[src/rtl/four_way_cache_ctrl.sv]
// Four-way set-associative write-through cache controller with tree-PLRU replacement.
// Holds tags, valid bits and PLRU state; the data arrays are external and read combinationally.
module four_way_cache_ctrl #(
  parameter int unsigned DATA_WIDTH = 32,
  parameter int unsigned ADDR_WIDTH = 32,
  parameter int unsigned NUM_SETS   = 8,
  parameter int unsigned NUM_WAYS   = 4
) (
  input  logic                           clk_i,
  input  logic                           rst_i,
  input  logic                           req_valid_i,
  output logic                           req_ready_o,
  input  logic                           req_we_i,
  input  logic [ADDR_WIDTH-1:0]          req_addr_i,
  input  logic [DATA_WIDTH-1:0]          req_data_i,
  output logic                           resp_valid_o,
  output logic [DATA_WIDTH-1:0]          resp_data_o,
  output logic                           resp_hit_o,
  output logic [$clog2(NUM_SETS)-1:0]    way_index_o,
  input  logic [NUM_WAYS*DATA_WIDTH-1:0] way_rdata_i,
  output logic [NUM_WAYS-1:0]            way_we_o,
  output logic [DATA_WIDTH-1:0]          way_wdata_o,
  output logic                           mem_req_valid_o,
  input  logic                           mem_req_ready_i,
  output logic                           mem_we_o,
  output logic [ADDR_WIDTH-1:0]          mem_addr_o,
  output logic [DATA_WIDTH-1:0]          mem_wdata_o,
  input  logic                           mem_resp_valid_i,
  input  logic [DATA_WIDTH-1:0]          mem_resp_data_i,
  output logic [15:0]                    hit_cnt_o,
  output logic [15:0]                    miss_cnt_o
);

  localparam int unsigned IDX_W = $clog2(NUM_SETS);
  localparam int unsigned TAG_W = ADDR_WIDTH - IDX_W;
  localparam int unsigned WAY_W = 2;
  localparam int unsigned CNT_W = 16;

  typedef enum logic [2:0] {
    S_IDLE,
    S_LOOKUP,
    S_MEM_REQ,
    S_MEM_WAIT,
    S_REFILL,
    S_RESP
  } state_e;

  state_e                state_q, state_d;
  logic [ADDR_WIDTH-1:0] addr_q, addr_d;
  logic                  we_q, we_d;
  logic [DATA_WIDTH-1:0] wdata_q, wdata_d;
  logic                  hit_q, hit_d;
  logic [DATA_WIDTH-1:0] rdata_q, rdata_d;
  logic [TAG_W-1:0]      tag_q   [NUM_SETS][NUM_WAYS];
  logic [TAG_W-1:0]      tag_d   [NUM_SETS][NUM_WAYS];
  logic [NUM_WAYS-1:0]   valid_q [NUM_SETS];
  logic [NUM_WAYS-1:0]   valid_d [NUM_SETS];
  logic [2:0]            plru_q  [NUM_SETS];
  logic [2:0]            plru_d  [NUM_SETS];
  logic [CNT_W-1:0]      hit_cnt_q, hit_cnt_d;
  logic [CNT_W-1:0]      miss_cnt_q, miss_cnt_d;

  logic [IDX_W-1:0]      idx;
  logic [TAG_W-1:0]      tag;
  logic [NUM_WAYS-1:0]   hit_vec;
  logic                  hit_any;
  logic [WAY_W-1:0]      hit_way;
  logic [WAY_W-1:0]      victim_way;

  // Tree bits after touching a way: b0 points away from the touched half, b1/b2 inside it.
  function automatic logic [2:0] plru_touch(input logic [2:0] bits, input logic [WAY_W-1:0] way);
    logic [2:0] nb;
    nb = bits;
    case (way)
      2'd0:    begin nb[0] = 1'b1; nb[1] = 1'b1; end
      2'd1:    begin nb[0] = 1'b1; nb[1] = 1'b0; end
      2'd2:    begin nb[0] = 1'b0; nb[2] = 1'b1; end
      default: begin nb[0] = 1'b0; nb[2] = 1'b0; end
    endcase
    return nb;
  endfunction

  // Tag compare and victim choice for the latched address.
  always_comb begin
    idx     = addr_q[IDX_W-1:0];
    tag     = addr_q[ADDR_WIDTH-1:IDX_W];
    hit_vec = '0;
    hit_way = '0;
    for (int w = 0; w < NUM_WAYS; w++) begin
      hit_vec[w] = valid_q[idx][w] && (tag_q[idx][w] == tag);
      if (hit_vec[w]) hit_way = hit_way | WAY_W'(w);
    end
    hit_any = |hit_vec;
    if (!valid_q[idx][0])      victim_way = 2'd0;
    else if (!valid_q[idx][1]) victim_way = 2'd1;
    else if (!valid_q[idx][2]) victim_way = 2'd2;
    else if (!valid_q[idx][3]) victim_way = 2'd3;
    else if (!plru_q[idx][0])  victim_way = plru_q[idx][1] ? 2'd1 : 2'd0;
    else                       victim_way = plru_q[idx][2] ? 2'd3 : 2'd2;
  end

  // Next-state and array/counter updates.
  always_comb begin
    state_d    = state_q;
    addr_d     = addr_q;
    we_d       = we_q;
    wdata_d    = wdata_q;
    hit_d      = hit_q;
    rdata_d    = rdata_q;
    tag_d      = tag_q;
    valid_d    = valid_q;
    plru_d     = plru_q;
    hit_cnt_d  = hit_cnt_q;
    miss_cnt_d = miss_cnt_q;
    unique case (state_q)
      S_IDLE: begin
        if (req_valid_i) begin
          addr_d  = req_addr_i;
          we_d    = req_we_i;
          wdata_d = req_data_i;
          state_d = S_LOOKUP;
        end
      end
      S_LOOKUP: begin
        hit_d   = hit_any;
        rdata_d = '0;
        if (hit_any) begin
          if (hit_cnt_q != '1) hit_cnt_d = hit_cnt_q + CNT_W'(1);
          plru_d[idx] = plru_touch(plru_q[idx], hit_way);
        end else if (miss_cnt_q != '1) begin
          miss_cnt_d = miss_cnt_q + CNT_W'(1);
        end
        if (!we_q && hit_any) begin
          rdata_d = way_rdata_i[32'(hit_way) * DATA_WIDTH +: DATA_WIDTH];
          state_d = S_RESP;
        end else begin
          state_d = S_MEM_REQ;
        end
      end
      S_MEM_REQ: begin
        if (mem_req_ready_i) state_d = S_MEM_WAIT;
      end
      S_MEM_WAIT: begin
        if (mem_resp_valid_i) begin
          if (we_q) begin
            state_d = S_RESP;
          end else begin
            rdata_d = mem_resp_data_i;
            state_d = S_REFILL;
          end
        end
      end
      S_REFILL: begin
        tag_d[idx][victim_way]   = tag;
        valid_d[idx][victim_way] = 1'b1;
        plru_d[idx]              = plru_touch(plru_q[idx], victim_way);
        state_d                  = S_RESP;
      end
      S_RESP: begin
        state_d = S_IDLE;
      end
      default: begin
        state_d = S_IDLE;
      end
    endcase
  end

  // Port decode from state; everything is forced low while reset is asserted.
  always_comb begin
    req_ready_o     = 1'b0;
    resp_valid_o    = 1'b0;
    resp_data_o     = '0;
    resp_hit_o      = 1'b0;
    way_index_o     = '0;
    way_we_o        = '0;
    way_wdata_o     = '0;
    mem_req_valid_o = 1'b0;
    mem_we_o        = 1'b0;
    mem_addr_o      = '0;
    mem_wdata_o     = '0;
    hit_cnt_o       = '0;
    miss_cnt_o      = '0;
    if (!rst_i) begin
      way_index_o = idx;
      hit_cnt_o   = hit_cnt_q;
      miss_cnt_o  = miss_cnt_q;
      unique case (state_q)
        S_IDLE: req_ready_o = 1'b1;
        S_LOOKUP: begin
          if (we_q && hit_any) begin
            way_we_o    = NUM_WAYS'(1) << hit_way;
            way_wdata_o = wdata_q;
          end
        end
        S_MEM_REQ: begin
          mem_req_valid_o = 1'b1;
          mem_we_o        = we_q;
          mem_addr_o      = addr_q;
          mem_wdata_o     = we_q ? wdata_q : '0;
        end
        S_REFILL: begin
          way_we_o    = NUM_WAYS'(1) << victim_way;
          way_wdata_o = rdata_q;
        end
        S_RESP: begin
          resp_valid_o = 1'b1;
          resp_data_o  = rdata_q;
          resp_hit_o   = hit_q;
        end
        default: begin
        end
      endcase
    end
  end

  always_ff @(posedge clk_i) begin
    if (rst_i) begin
      state_q    <= S_IDLE;
      addr_q     <= '0;
      we_q       <= 1'b0;
      wdata_q    <= '0;
      hit_q      <= 1'b0;
      rdata_q    <= '0;
      valid_q    <= '{default: '0};
      plru_q     <= '{default: '0};
      hit_cnt_q  <= '0;
      miss_cnt_q <= '0;
    end else begin
      state_q    <= state_d;
      addr_q     <= addr_d;
      we_q       <= we_d;
      wdata_q    <= wdata_d;
      hit_q      <= hit_d;
      rdata_q    <= rdata_d;
      valid_q    <= valid_d;
      plru_q     <= plru_d;
      hit_cnt_q  <= hit_cnt_d;
      miss_cnt_q <= miss_cnt_d;
    end
  end

  // Tags are qualified by valid bits, so they carry no reset.
  always_ff @(posedge clk_i) begin
    if (!rst_i) tag_q <= tag_d;
  end

  a_single_hit: assert property (@(posedge clk_i) disable iff (rst_i)
    (state_q == S_LOOKUP) |-> $onehot0(hit_vec));

endmodule

[config.mk]
export PLATFORM = sky130hd
export DESIGN_NAME = four_way_cache_ctrl
export DESIGN_NICKNAME = d
export VERILOG_FILES = /design/src/rtl/four_way_cache_ctrl.sv
export SDC_FILE = /design/constraint.sdc
export NUM_CORES = 2
export LEC_CHECK = 0
export CORE_MARGIN = 8
export CORE_UTILIZATION = 60
export CTS_BUF_LIST = sky130_fd_sc_hd__clkbuf_4
export CTS_CLUSTER_DIAMETER = 50
export CTS_CLUSTER_SIZE = 14
export DETAILED_ROUTE_END_ITERATION = 7
export MAX_ROUTING_LAYER = met4
export PLACE_DENSITY = 0.83
export SLEW_MARGIN = 20
export SYNTH_ARGS = -nofsm -noshare
export SYNTH_HDL_FRONTEND = slang
export SYNTH_SLANG_ARGS = --single-unit
[constraint.sdc]
create_clock -name clk_i -period 6.45 [get_ports clk_i]
set_clock_uncertainty 0.2 [all_clocks]
set_input_delay 0.645 -clock clk_i [delete_from_list [all_inputs] [get_ports clk_i]]
set_output_delay 0.645 -clock clk_i [all_outputs]
set_load 0.03 [all_outputs]
==> results.sh <==
export IMPL_status="completed"
export IMPL_detail_route_wl_per_cell_um=30.1
export IMPL_synth_distinct_cells=87
export IMPL_yosys_warnings=0
export IMPL_firstDrtPassIters=7
export IMPL_timing_rr_start="addr_q[2]$_SDFFE_PP0P_"
export IMPL_route_detailed_drc=0
export IMPL_cts_root_buf="clkbuf_4"
export IMPL_core_sq_um=78600
export IMPL_place_area_sq_um=53000
export IMPL_clk_pin_slew_ns=0.15
export IMPL_hold_start="req_addr_i[6]"
export IMPL_setup_tns_ns=0
export IMPL_powerDensity_nw_per_um2=271
export IMPL_synthCells=3222
export IMPL_fillers=4987
export IMPL_cts_sinks=1117
export IMPL_post_route_min_period_ns=6.29
export IMPL_p_total_mw=15.0
export IMPL_drt_total_wl_um=146000
export IMPL_hold_viol_final=0
export IMPL_synthFlopType="edfxtp_1"
export IMPL_holdCritPathClass="input port to flop"
export IMPL_dp_hpwl_um=94700
export IMPL_finalSetupViolations=0
export IMPL_ys_seq_elements=1117
export IMPL_drive_gt1_frac=0.167
export IMPL_layout_nets=3944
export IMPL_clock_fmax_ghz=0.159
export IMPL_drt_iter0_markers=4453
export IMPL_synth_edf_count=928
export IMPL_drv_slew=0
export IMPL_die_w_um=297
export IMPL_pre_cts_slack_ns=0.934
export IMPL_syn_avg_cell_area_sq_um=14.7
export IMPL_cp_arrival_ns=5.45
export IMPL_cts_buffers=107
export IMPL_num_vias=32300
export IMPL_track_usage=0.328
export IMPL_yosysSeqAreaShare=0.667
export IMPL_clock_latency_ns=1.00
export IMPL_syn_nets=3454
export IMPL_clockBufferDepth=3
export IMPL_overflow=0
export IMPL_power_leakage_nw=18.3
export IMPL_max_slew_margin=0.274
export IMPL_final_core_utilization=0.705
export IMPL_grt_pass1_wl_um=210000
export IMPL_peakVddDrop_mv=0.129
export IMPL_design_area_sq_um=55500
export IMPL_finalCritPeriodShare=0.975
export IMPL_async_flop_share=0
export IMPL_io_pins=402
export IMPL_drtAntennaViolNets=0
export IMPL_worstSetupPathType="flop to output port"
export IMPL_worst_slack_ns=0.159
export IMPL_max_cap_violations=0
export IMPL_whs_endpoint="addr_q[6]$_SDFFE_PP0P_"
export IMPL_rows=103
export IMPL_die_h_um=297
export IMPL_gp_congestion=1.00
export IMPL_worst_pin_slew_ns=1.09
export IMPL_crit_fanout=104
export IMPL_start_kind="flop"
export IMPL_start_util=0.604
export IMPL_rr_endpoint="rdata_q[16]$_SDFFE_PP0P_"
export IMPL_port_buffers=401
export IMPL_crit_required_ns=5.60
export IMPL_syn2layout_area_growth_pct=16.8
export IMPL_multi_input_area_sq_um=14800
export IMPL_final_cell_mix="edfxtp_1 (928), clkdlybuf4s50_1 (364), nand2_1 (267)"
export IMPL_syn_area_sq_um=47500
export IMPL_reg2reg_depth=13
export IMPL_critPathCaptureType="output port"
export IMPL_vias_per_cell=6.67
export IMPL_final_common_cell="edfxtp_1"
export IMPL_regArea_sq_um=31700
export IMPL_fp_dieArea_sq_um=88400
export IMPL_holdPathStages=3
export IMPL_htree_levels=3
export IMPL_cts_tree="yes"
export IMPL_antenna_found_initial=7
export IMPL_rrSetupSlack_ns=1.21
export IMPL_grt_max_degree=105
export IMPL_grt_pass1_vias=31600
==> flip-flops by register name (all words and copies together) (netlist names) <==
name and flops:
tag_q 928, valid_q 32, miss_cnt_q 16, we_q 1, plru_q 24, wdata_q 32, hit_q 1, addr_q 32
state_q 3, hit_cnt_q 16, rdata_q 32
==> cells in the mapped netlist (38+ instances only) <==
cell	n	area [sq um]
nor4_1	38	238
clkbuf_1	112	420
dfxtp_1	189	3780
a21oi_1	124	621
nor3_1	63	315
mux4_2	129	2910
and2_1	63	394
nand2_1	267	1000
buf_2	54	270
mux2i_1	216	2160
nor2b_1	47	294
nor2_1	145	544
mux2_2	58	653
xnor2_1	67	587
edfxtp_1	928	27900
nand3_1	55	275
a22oi_1	52	390
and3_1	50	313
==> layout make-up <==
class / count / share of cell area
Sequential cell: 1117 / 0.571
Clock inverter: 52 / 0.0110
Antenna cell: 6 / 0.000271
Timing Repair Buffer: 610 / 0.108
Tap cell: 1050 / 0.0237
Multi-Input combinational cell: 1854 / 0.267
Inverter: 22 / 0.00153
Clock buffer: 133 / 0.0180
==> what timing repair did <==
action,4_1_cts,5_1_grt
gates cloned,0,0
buffers inserted,2,1
gates resized for setup,3,4
pin swaps,0,0
endpoints found under the setup margin,33,34
hold endpoints to repair,85,0
hold buffers,66,0
==> metrics by stage <==
| step | hold slack (ns) | std cells |
|---|---|---|
| 6_report | 0.0585 | 4844 |
| 5_1_grt | 0.0255 | 4842 |
| 4_1_cts | 0.000604 | 4835 |
| 3_5_place_dp | 0.238 | 4582 |
| 3_3_place_gp | 0.226 | 4581 |
| 2_1_floorplan | 0.217 | 3222 |
==> critical path, cell delays in order (launching register included) <==
cell and delay [ns]:
dfxtp_4 0.68, buf_16 0.43, mux4_2 0.42, mux2i_1 0.23, xnor2_1 0.18, a2111oi_0 0.40
nor4b_1 0.44, nor4b_1 0.42, buf_4 0.27, or2_2 0.15, o31ai_2 0.07, nand2b_1 0.17
o22ai_1 0.29, buf_12 0.17
==> power breakdown <==
part	internal (mW)	switching (mW)	total [mW]	leakage [nW]
clock network	1.44	2.39	3.82	0.903
logic	1.06	1.77	2.84	7.34
registers	8.10	0.265	8.36	10.1
total	10.6	4.43	15.0	18.3
==> logic make-up after synthesis <==
kind of cell               Yosys count  share of synthesized area
and+or+nand+nor                    835                     0.0882
DFF                               1117                      0.667
xor gates and xnor gates            86                     0.0159
adders and majority gates            2                   0.000527
muxes                              428                      0.127
AOI/OAI and AO/OA                  503                     0.0753
buffers and inverters              251                     0.0268
==> metal layers <==
metal	share of wire	track usage	routed length (um)	vias to the layer above
li1	-	-	-	13500
met1	0.36	0.415	52200	15900
met2	0.46	0.501	67700	2453
met3	0.12	0.0692	17400	445
met4	0.058	0.169	8410	0
met5	0	-	0	-
==> worst max path at each step <==
stage	from	end	slack, ns	cells past startpoint
final	addr_q[2]$_SDFFE_PP0P_	way_we_o[3]	0.16	13
after global routing	addr_q[2]$_SDFFE_PP0P_	way_we_o[3]	-0.03	13
after CTS	addr_q[0]$_SDFFE_PP0P_	way_wdata_o[29]	0.05	14
after detailed placement	addr_q[0]$_SDFFE_PP0P_	way_wdata_o[29]	0.93	15
after global placement	addr_q[2]$_SDFFE_PP0P_	way_wdata_o[29]	0.99	14
after floorplan	addr_q[0]$_SDFFE_PP0P_	tag_q[145]$_DFFE_PP_	0.92	13
Power figures use the tool's default switching activity.
